`config.mk`:
```
export PLATFORM = sky130hd
export DESIGN_NAME = mult_fix_seq_flat
export DESIGN_NICKNAME = d
export VERILOG_FILES = /design/src/rtl/mult_fix_seq_if.sv /design/src/rtl/mult_fix_seq.sv /design/src/flat_wrapper.sv
export SDC_FILE = /design/constraint.sdc
export NUM_CORES = 1
export LEC_CHECK = 0
export ABC_AREA = 1
export ABC_CLOCK_PERIOD_IN_PS = 7100
export CORE_AREA = 2 2 205 146
export CTS_CLUSTER_DIAMETER = 60
export DETAILED_ROUTE_END_ITERATION = 6
export DIE_AREA = 0 0 207 148
export PLACE_DENSITY = 0.58
export SLEW_MARGIN = 25
export SYNTH_ARGS = -nofsm -noshare
export SYNTH_HDL_FRONTEND = slang
export SYNTH_SLANG_ARGS = --single-unit
```
`constraint.sdc`:
```
create_clock -name clk -period 7.1 [get_ports clk]
set_input_delay 1.775 -clock clk [delete_from_list [all_inputs] [get_ports clk]]
set_output_delay 1.775 -clock clk [all_outputs]
set_load 0.005 [all_outputs]
```
`src/rtl/mult_fix_seq_if.sv`:
```
// Operand/result handshake bundle for mult_fix_seq.
// The master drives the operands and out_ready; the slave (the multiplier) returns the result.
interface mult_fix_seq_if #(
  parameter int A_W = 32,
  parameter int B_W = 32,
  parameter int O_W = 32
);
  logic           in_valid;
  logic           in_ready;
  logic [A_W-1:0] a_in;
  logic [B_W-1:0] b_in;
  logic           out_valid;
  logic           out_ready;
  logic [O_W-1:0] c_out;
  logic           ovf;

  modport master (
    output in_valid, a_in, b_in, out_ready,
    input  in_ready, out_valid, c_out, ovf
  );

  modport slave (
    input  in_valid, a_in, b_in, out_ready,
    output in_ready, out_valid, c_out, ovf
  );
endinterface

```
`src/rtl/mult_fix_seq.sv`:
```
// Sequential signed fixed-point multiplier: radix-2 Booth, one step per clock,
// with rounding, saturation and an overflow flag applied to the full-precision product.
module mult_fix_seq #(
  parameter int A_W   = 32,
  parameter int A_FRQ = 16,
  parameter int B_W   = 32,
  parameter int B_FRQ = 16,
  parameter int O_W   = 32,
  parameter int O_FRQ = 16,
  parameter int RND   = 1,
  parameter int SAT   = 1
) (
  input logic          clk,
  input logic          rst,
  mult_fix_seq_if.slave bus
);

  localparam int PW = A_W + B_W + 1;
  localparam int S  = A_FRQ + B_FRQ - O_FRQ;
  localparam int RS = (S > 0) ? S - 1 : 0;
  localparam int CW = (B_W > 1) ? $clog2(B_W) : 1;

  localparam logic signed [PW-1:0] RND_C = (RND != 0 && S > 0) ? (PW'(1) << RS) : '0;
  localparam logic signed [PW-1:0] MAX_V = {{(PW-O_W+1){1'b0}}, {(O_W-1){1'b1}}};
  localparam logic signed [PW-1:0] MIN_V = {{(PW-O_W+1){1'b1}}, {(O_W-1){1'b0}}};
  localparam logic [O_W-1:0] MAX_O = {1'b0, {(O_W-1){1'b1}}};
  localparam logic [O_W-1:0] MIN_O = {1'b1, {(O_W-1){1'b0}}};

  typedef enum logic [1:0] {IDLE, BUSY, DONE} state_e;

  state_e         state_q, state_d;
  logic [CW-1:0]  cnt_q, cnt_d;
  logic [A_W-1:0] a_q, a_d;
  logic [A_W:0]   acc_q, acc_d;
  logic [B_W-1:0] mq_q, mq_d;
  logic           bm1_q, bm1_d;
  logic [O_W-1:0] c_q, c_d;
  logic           ovf_q, ovf_d;
  logic           in_ready_q, in_ready_d;
  logic           out_valid_q, out_valid_d;

  logic [A_W:0]          mcand;
  logic [A_W:0]          sum;
  logic [PW-1:0]         shifted;
  logic signed [PW-1:0]  p_full;
  logic signed [PW-1:0]  r;
  logic                  ovf_now;
  logic [O_W-1:0]        c_now;

  // Accumulator carries one guard bit so subtracting the most negative multiplicand cannot overflow.
  always_comb begin
    mcand = {a_q[A_W-1], a_q};
    sum   = acc_q;
    case ({mq_q[0], bm1_q})
      2'b01:   sum = acc_q + mcand;
      2'b10:   sum = acc_q - mcand;
      default: sum = acc_q;
    endcase
    shifted = {sum[A_W], sum, mq_q[B_W-1:1]};
    p_full  = shifted;
    r       = (p_full + RND_C) >>> S;
    ovf_now = (r > MAX_V) || (r < MIN_V);
    c_now   = r[O_W-1:0];
    if (ovf_now && SAT != 0) begin
      c_now = r[PW-1] ? MIN_O : MAX_O;
    end
  end

  always_comb begin
    state_d = state_q;
    cnt_d   = cnt_q;
    a_d     = a_q;
    acc_d   = acc_q;
    mq_d    = mq_q;
    bm1_d   = bm1_q;
    c_d     = c_q;
    ovf_d   = ovf_q;
    case (state_q)
      IDLE: begin
        if (bus.in_valid) begin
          a_d     = bus.a_in;
          acc_d   = '0;
          mq_d    = bus.b_in;
          bm1_d   = 1'b0;
          cnt_d   = CW'(B_W - 1);
          state_d = BUSY;
        end
      end
      BUSY: begin
        acc_d = shifted[PW-1:B_W];
        mq_d  = shifted[B_W-1:0];
        bm1_d = mq_q[0];
        cnt_d = cnt_q - 1'b1;
        // Last step: the result is taken straight from this step's shifted product.
        if (cnt_q == '0) begin
          c_d     = c_now;
          ovf_d   = ovf_now;
          state_d = DONE;
        end
      end
      DONE: begin
        if (bus.out_ready) begin
          state_d = IDLE;
        end
      end
      default: state_d = IDLE;
    endcase
    in_ready_d  = (state_d == IDLE);
    out_valid_d = (state_d == DONE);
  end

  always_ff @(posedge clk or posedge rst) begin
    if (rst) begin
      state_q     <= IDLE;
      cnt_q       <= '0;
      a_q         <= '0;
      acc_q       <= '0;
      mq_q        <= '0;
      bm1_q       <= 1'b0;
      c_q         <= '0;
      ovf_q       <= 1'b0;
      in_ready_q  <= 1'b1;
      out_valid_q <= 1'b0;
    end else begin
      state_q     <= state_d;
      cnt_q       <= cnt_d;
      a_q         <= a_d;
      acc_q       <= acc_d;
      mq_q        <= mq_d;
      bm1_q       <= bm1_d;
      c_q         <= c_d;
      ovf_q       <= ovf_d;
      in_ready_q  <= in_ready_d;
      out_valid_q <= out_valid_d;
    end
  end

  assign bus.in_ready  = in_ready_q;
  assign bus.out_valid = out_valid_q;
  assign bus.c_out     = c_q;
  assign bus.ovf       = ovf_q;

endmodule

```
`src/flat_wrapper.sv`:
```
// flat-port wrapper written by rule: the top's interface ports become plain ports
module mult_fix_seq_flat 
#(
  parameter int A_W   = 32,
  parameter int A_FRQ = 16,
  parameter int B_W   = 32,
  parameter int B_FRQ = 16,
  parameter int O_W   = 32,
  parameter int O_FRQ = 16,
  parameter int RND   = 1,
  parameter int SAT   = 1
)
  (clk, rst, bus_in_valid, bus_a_in, bus_b_in, bus_out_ready, bus_in_ready, bus_out_valid, bus_c_out, bus_ovf);
  mult_fix_seq_if #(.A_W(A_W), .B_W(B_W), .O_W(O_W)) bus_i ();
  input logic clk;
  input logic rst;
  input wire logic [$bits(bus_i.in_valid)-1:0] bus_in_valid;
  input wire logic [$bits(bus_i.a_in)-1:0] bus_a_in;
  input wire logic [$bits(bus_i.b_in)-1:0] bus_b_in;
  input wire logic [$bits(bus_i.out_ready)-1:0] bus_out_ready;
  output wire logic [$bits(bus_i.in_ready)-1:0] bus_in_ready;
  output wire logic [$bits(bus_i.out_valid)-1:0] bus_out_valid;
  output wire logic [$bits(bus_i.c_out)-1:0] bus_c_out;
  output wire logic [$bits(bus_i.ovf)-1:0] bus_ovf;
  assign bus_i.in_valid = bus_in_valid;
  assign bus_i.a_in = bus_a_in;
  assign bus_i.b_in = bus_b_in;
  assign bus_i.out_ready = bus_out_ready;
  assign bus_in_ready = bus_i.in_ready;
  assign bus_out_valid = bus_i.out_valid;
  assign bus_c_out = bus_i.c_out;
  assign bus_ovf = bus_i.ovf;
  mult_fix_seq #(.A_W(A_W), .A_FRQ(A_FRQ), .B_W(B_W), .B_FRQ(B_FRQ), .O_W(O_W), .O_FRQ(O_FRQ), .RND(RND), .SAT(SAT)) u_core (.clk(clk), .rst(rst), .bus(bus_i));
endmodule
```
* Word level (Yosys, flattened, before mapping)
Index checks and enable logic that the tools add are counted.
Storage, ports and cells: register bits 140, bits of input ports 68, output and inout port bits 35
Operators by class: multiplexer cells 15, add/subtract/negate cells 4, equal/unequal tests 6, $lt $le $gt $ge 2, reductions and logical operators 8
Operator list (count):
- $pmux 33 s2 | 2
- $mux 32 | 3
- $add 64x17->65 const B | 1
- $pmux 32 s2 | 1
- $gt 49x32->1 const B | 1
- $lt 49x32->1 const B | 1
- $add 33x33->33 | 1
- $mux 33 | 1
- $sub 33x33->33 | 1
- $pmux 5 s2 | 1
- $eq 2x2->1 const B | 3
- $mux 2 | 3
- $pmux 2 s3 | 1
- $reduce_and 2->1 | 3
- $logic_not 5->1 | 1
- $mux 5 | 1
- $sub 5x1->5 const B | 1
- $eq 2x1->1 const B | 2
- $logic_not 2->1 | 2
- $ne 2x2->1 const B | 1
- $pmux 1 s2 | 1
- $reduce_bool 2->1 | 1
- $logic_or 1x1->1 | 1
- $mux 1 | 1

* Longest topological paths before layout
depth in word-level cells 6, mapped depth 40, gate-level depth less buffers 39

* Worst setup path after synthesis
Ideal clock, no wire load.
path kind reg-to-reg, start register u_core.a_q[2], end register u_core.c_q[29] (netlist: u_core.bus.c_out[29]), data arrival time 4793 ps, buffers on the path 1, stages on the path, launching flop included 36, slack 2184 ps, cell sequence dfrtp_1 -> nor3_1 -> nand2_1 -> nor3_2 -> nand2_1 -> nor3_1 -> nand2_1 -> or4_1 -> nor3_1 -> nor3b_1 -> or2_2 -> xnor2_1 -> inv_1 -> ha_1 -> nand2_1 -> nor2_1 -> nand2_1 -> nor2_1 -> nand2_1 -> nand3_1 -> nand2_1 -> nand3_1 -> nand2_1 -> nor2_2 -> nand2_1 -> nor2_1 -> nand3_1 -> nand2_1 -> nand2_1 -> nor2_1 -> nand3_1 -> nor2_2 -> nand2_2 -> a21oi_4 -> buf_6 -> a21oi_1
Between the ends: word-level cells in the longest chain between the ends 6, elaborated cells on any way between the ends 9, those cells by class add/sub (3); order compare (2); mux (3); reduce/logical (1)
RTL lines:
- start: declaration | line mult_fix_seq.sv:33 | logic [A_W-1:0] a_q, a_d;
- start signal: assignment | line mult_fix_seq.sv:116 | a_q <= '0;
- start signal: assignment | line mult_fix_seq.sv:127 | a_q <= a_d;
- $sub 33x33->33 or $add 33x33->33 (tied branches) | line mult_fix_seq.sv:56, mult_fix_seq.sv:55
- $pmux 33 s2 (*) | line mult_fix_seq.sv:54 | case ({mq_q[0], bm1_q})
- $add 64x17->65 (*) | line mult_fix_seq.sv:61 | r = (p_full + RND_C) >>> S;
- $gt 49x32->1 or $lt 49x32->1 (tied branches) | line mult_fix_seq.sv:62 | ovf_now = (r > MAX_V) || (r < MIN_V);
- $logic_or 1x1->1 | line mult_fix_seq.sv:62
- $mux 32 (*) | line mult_fix_seq.sv:64 | if (ovf_now && SAT != 0) begin
- end signal: assignment | line mult_fix_seq.sv:120 | c_q <= '0;
- end signal: assignment | line mult_fix_seq.sv:131 | c_q <= c_d;
- end: declaration | line mult_fix_seq.sv:37 | logic [O_W-1:0] c_q, c_d;
Every way passes the cells marked *; elsewhere a longest branch is shown, timed or not. A chain may end at the register's enable or synchronous reset.

* Final worst setup path
start register u_core.a_q[2], end register u_core.c_q[30] (netlist: u_core.bus.c_out[30])
Same word-level chain as after synthesis.

==> results.md <==
* CTS max path bufs at 2
* Final setup violation count at 0
* Library cells used by synthesis at 50
* Headroom to the max-slew limit at 37.47%
* Core area at 28630 µm²
* Detailed router's first-iteration violation count at 917
* Average wire length per cell after detail routing at 14.85 µm
* Post-layout net count at 1926
* Most common cell type on the critical path: sky130_fd_sc_hd__nand2_1
* Number of cells produced by synthesis at 1734
* RSZ-0062 raised after global routing: false
* Proportion of synthesized flip-flops having asynchronous set or reset at 100.0%
* FF+latch count, synth at 139
* Transition time of the tightest slew-check pin at 0.9367 ns
* Clock transition at the registers of the reported paths at 0.07 ns
* Setup Total Neg Slack at 0 ns
* Antenna violations before repair at 0
* Buffer type at the clock tree root: sky130_fd_sc_hd__clkbuf_16
* Time the worst path needs with I/O delays and setup at 6.170 ns
* Period utilization at 86.91%
* Post-Route Hold Slack at 0.4852 ns
* Classification of the worst-slack hold path: flop to flop
* Kind of end point of the critical path: flop
* Routability congestion estimate from global placement at 0.9266
* Total routed wirelength at 32850 µm
* Arrival @ worst endpoint at 6.53 ns
* Vias per cell at 4.872
* Number of global-route vias before repair at 9672
* Number of placement rows at 52
* Horizontal die dimension at 207 µm
* Setup crit start kind: flop
* TritonCTS clock tree: done
* Top Metal Used: met4
* Hold bufs inserted after CTS at 0
* Htree depth at 4
* Stage delay of the slowest cell on the critical path at 0.44 ns
* Total met3 wirelength after detailed routing at 2680 µm
* Post-CTS resize count at 0
* Total track usage at 21.54%
* Syn Std Cell Area at 11350 µm²
* Effective utilization at floorplan at 39.66%
* Met2 wire length at 12230 µm
* Synth Net Count at 1839
* Worst Clk Skew at 0.008052 ns
* Met1 Routed Length at 17700 µm
* PortBufs at 102
* Number of remaining DRC errors at 0
* Commonest register cell after synthesis: sky130_fd_sc_hd__dfrtp_1
* Number of inserted diodes at 0
* Clock latency reported for the late side of the worst-skew pair at 0.44 ns
* Via count at 10780
* Overflow left after global routing at 0
* Wire length of the first global-routing pass at 52320 µm
* Post-synthesis sequential area ratio at 30.65%
* Count of yosys warnings during synthesis at 0
* Hold violation count in the final report at 0
* Outcome: complete, no violations
* Total CTS buffers at 17
* Number of optimization iterations in the first detailed-route pass at 5
* Critical path peak fanout at 32
* Crit-path slowest cell: sky130_fd_sc_hd__or4_1
* Count of max-cap constraint violations at 0
* Max-slew violation count at 0
* Required time reported for the critical path endpoint at 7.46 ns
* Final antenna-violating net count at 0
* Buffering stage count on the worst path with inverters included at 1
* Layout cell share with drive strength beyond 1 at 11.89%
* Vert. Die Dim at 148 µm
* Maximum achievable frequency at 162.1 MHz
* Sink Count at 139
* Average footprint of a synthesized cell at 6.548 µm²
* Largest net degree at the start of global routing at 99
* Kind of cell adding the most delay to the critical path: simple AND/OR/NAND/NOR gates
* Layout-stage area growth over the synthesis result at 17.68%
* Number of enable flip-flop cells after synthesis at 0
* Die footprint at 30640 µm²
* Class of the most critical setup path: flop to flop
* Postcts setup bufs at 0
* Total half-perimeter wirelength after legalization and detailed placement at 25670 µm
* Number of placed I/O pins at 103
[metal layers]
metal  vias up  global-route usage (%)
met3        20                   4.971
met4         0                   4.536
met1      4835                   35.28
met2       307                   27.58
li1       5614                       -
met5         -                       0
[registers in the layout, indices dropped and copies added (netlist names)]
name / cells
u_core.bus.ovf: 1
u_core.bus.out_valid: 1
u_core.bus.c_out: 32
u_core.mq_q: 32
u_core.cnt_q: 5
u_core.bus.in_ready: 1
u_core.a_q: 32
u_core.state_q: 2
u_core.acc_q: 32
u_core.bm1_q: 1
[final timing paths]
kind / start / endpoint / slack [ns] / depth (start not counted)
worst max-delay path: u_core.a_q[2] / u_core.bus.c_out[30] / 0.93 / 35
min in group asynchronous: rst / u_core.mq_q[11] / 1.66 / 2
worst min-delay path: u_core.mq_q[8] / u_core.mq_q[8] / 0.49 / 2
worst max register to register: u_core.a_q[2] / u_core.bus.c_out[30] / 0.93 / 35
max in group asynchronous: rst / u_core.a_q[19] / 4.64 / 3
worst min register to register: u_core.mq_q[8] / u_core.mq_q[8] / 0.49 / 2
[cells by family after synthesis]
logic type / synth area share (%)
compound gates: 10.59
xor+xnor: 4.474
fa+ha+maj: 4.144
buf+inv: 11.35
flops: 30.65
simple gates: 38.79
[cells in the final DEF, fill, tap and decap left out, types with 9 or more instances in the layout]
| cell | n |
|---|---|
| sky130_fd_sc_hd__nand2_1 | 516 |
| sky130_fd_sc_hd__inv_1 | 261 |
| sky130_fd_sc_hd__nor2_1 | 187 |
| sky130_fd_sc_hd__dfrtp_1 | 138 |
| sky130_fd_sc_hd__clkdlybuf4s50_1 | 102 |
| sky130_fd_sc_hd__nand3_1 | 99 |
| sky130_fd_sc_hd__nand2_2 | 60 |
| sky130_fd_sc_hd__a21oi_1 | 57 |
| sky130_fd_sc_hd__o21ai_0 | 44 |
| sky130_fd_sc_hd__o22ai_1 | 42 |
| sky130_fd_sc_hd__xor2_1 | 41 |
| sky130_fd_sc_hd__ha_1 | 36 |
| sky130_fd_sc_hd__nor2_2 | 31 |
| sky130_fd_sc_hd__a21oi_2 | 30 |
| sky130_fd_sc_hd__nand4_1 | 22 |
| sky130_fd_sc_hd__nor3_1 | 20 |
| sky130_fd_sc_hd__xnor2_1 | 17 |
| sky130_fd_sc_hd__clkbuf_16 | 17 |
| sky130_fd_sc_hd__nand3_2 | 16 |
| sky130_fd_sc_hd__nor2_4 | 13 |
| sky130_fd_sc_hd__inv_2 | 12 |
| sky130_fd_sc_hd__buf_4 | 9 |
[through the flow]
| step | setup slack [ns] | area (µm²) | utilization [%] | cells |
|---|---|---|---|---|
| after CTS | 0.9823 | 13330 | 46.57 | 2211 |
| after global placement | 1.189 | 12690 | 44.31 | 2179 |
| after global routing | 0.2340 | 13360 | 46.67 | 2212 |
| after detailed placement | 1.070 | 12690 | 44.31 | 2179 |
| final | 0.9297 | 13360 | 46.67 | 2212 |
| after floorplan | 1.602 | 11350 | - | 1734 |
[worst min-delay path, cell delays in order, from the launching register on]
cell and delay [ns]:
sky130_fd_sc_hd__dfrtp_1 0.34, sky130_fd_sc_hd__nand2_1 0.05, sky130_fd_sc_hd__o21ai_0 0.06
[area by class of cell]
type	instances	area [µm²]
Timing Repair Buffer	112	1116
Fill cell	2991	15270
Tap cell	378	473.0
Clock buffer	18	439.2
Multi-Input combinational cell	1274	6600
Clock inverter	14	207.7
Sequential cell	139	3480
Inverter	277	1045
[cells in the mapped netlist, types with 28 or more instances]
master                     count  share of area (%)
sky130_fd_sc_hd__clkbuf_1     31                1.0
sky130_fd_sc_hd__dfrtp_1     138                 30
sky130_fd_sc_hd__nor2_2       28                1.5
sky130_fd_sc_hd__xor2_1       41                3.2
sky130_fd_sc_hd__ha_1         36                4.0
sky130_fd_sc_hd__o21ai_0      44                1.9
sky130_fd_sc_hd__nor2_1      191                6.3
sky130_fd_sc_hd__inv_1       263                8.7
sky130_fd_sc_hd__nand3_1      99                4.4
sky130_fd_sc_hd__nand2_1     516                 17
sky130_fd_sc_hd__nand2_2      60                3.3
sky130_fd_sc_hd__a21oi_2      30                2.3
sky130_fd_sc_hd__o22ai_1      42                2.3
sky130_fd_sc_hd__a21oi_1      57                2.5
Power is left out: the tool's default activity adds up to more than one toggle a clock period on the data nets, which glitch-free logic cannot reach.
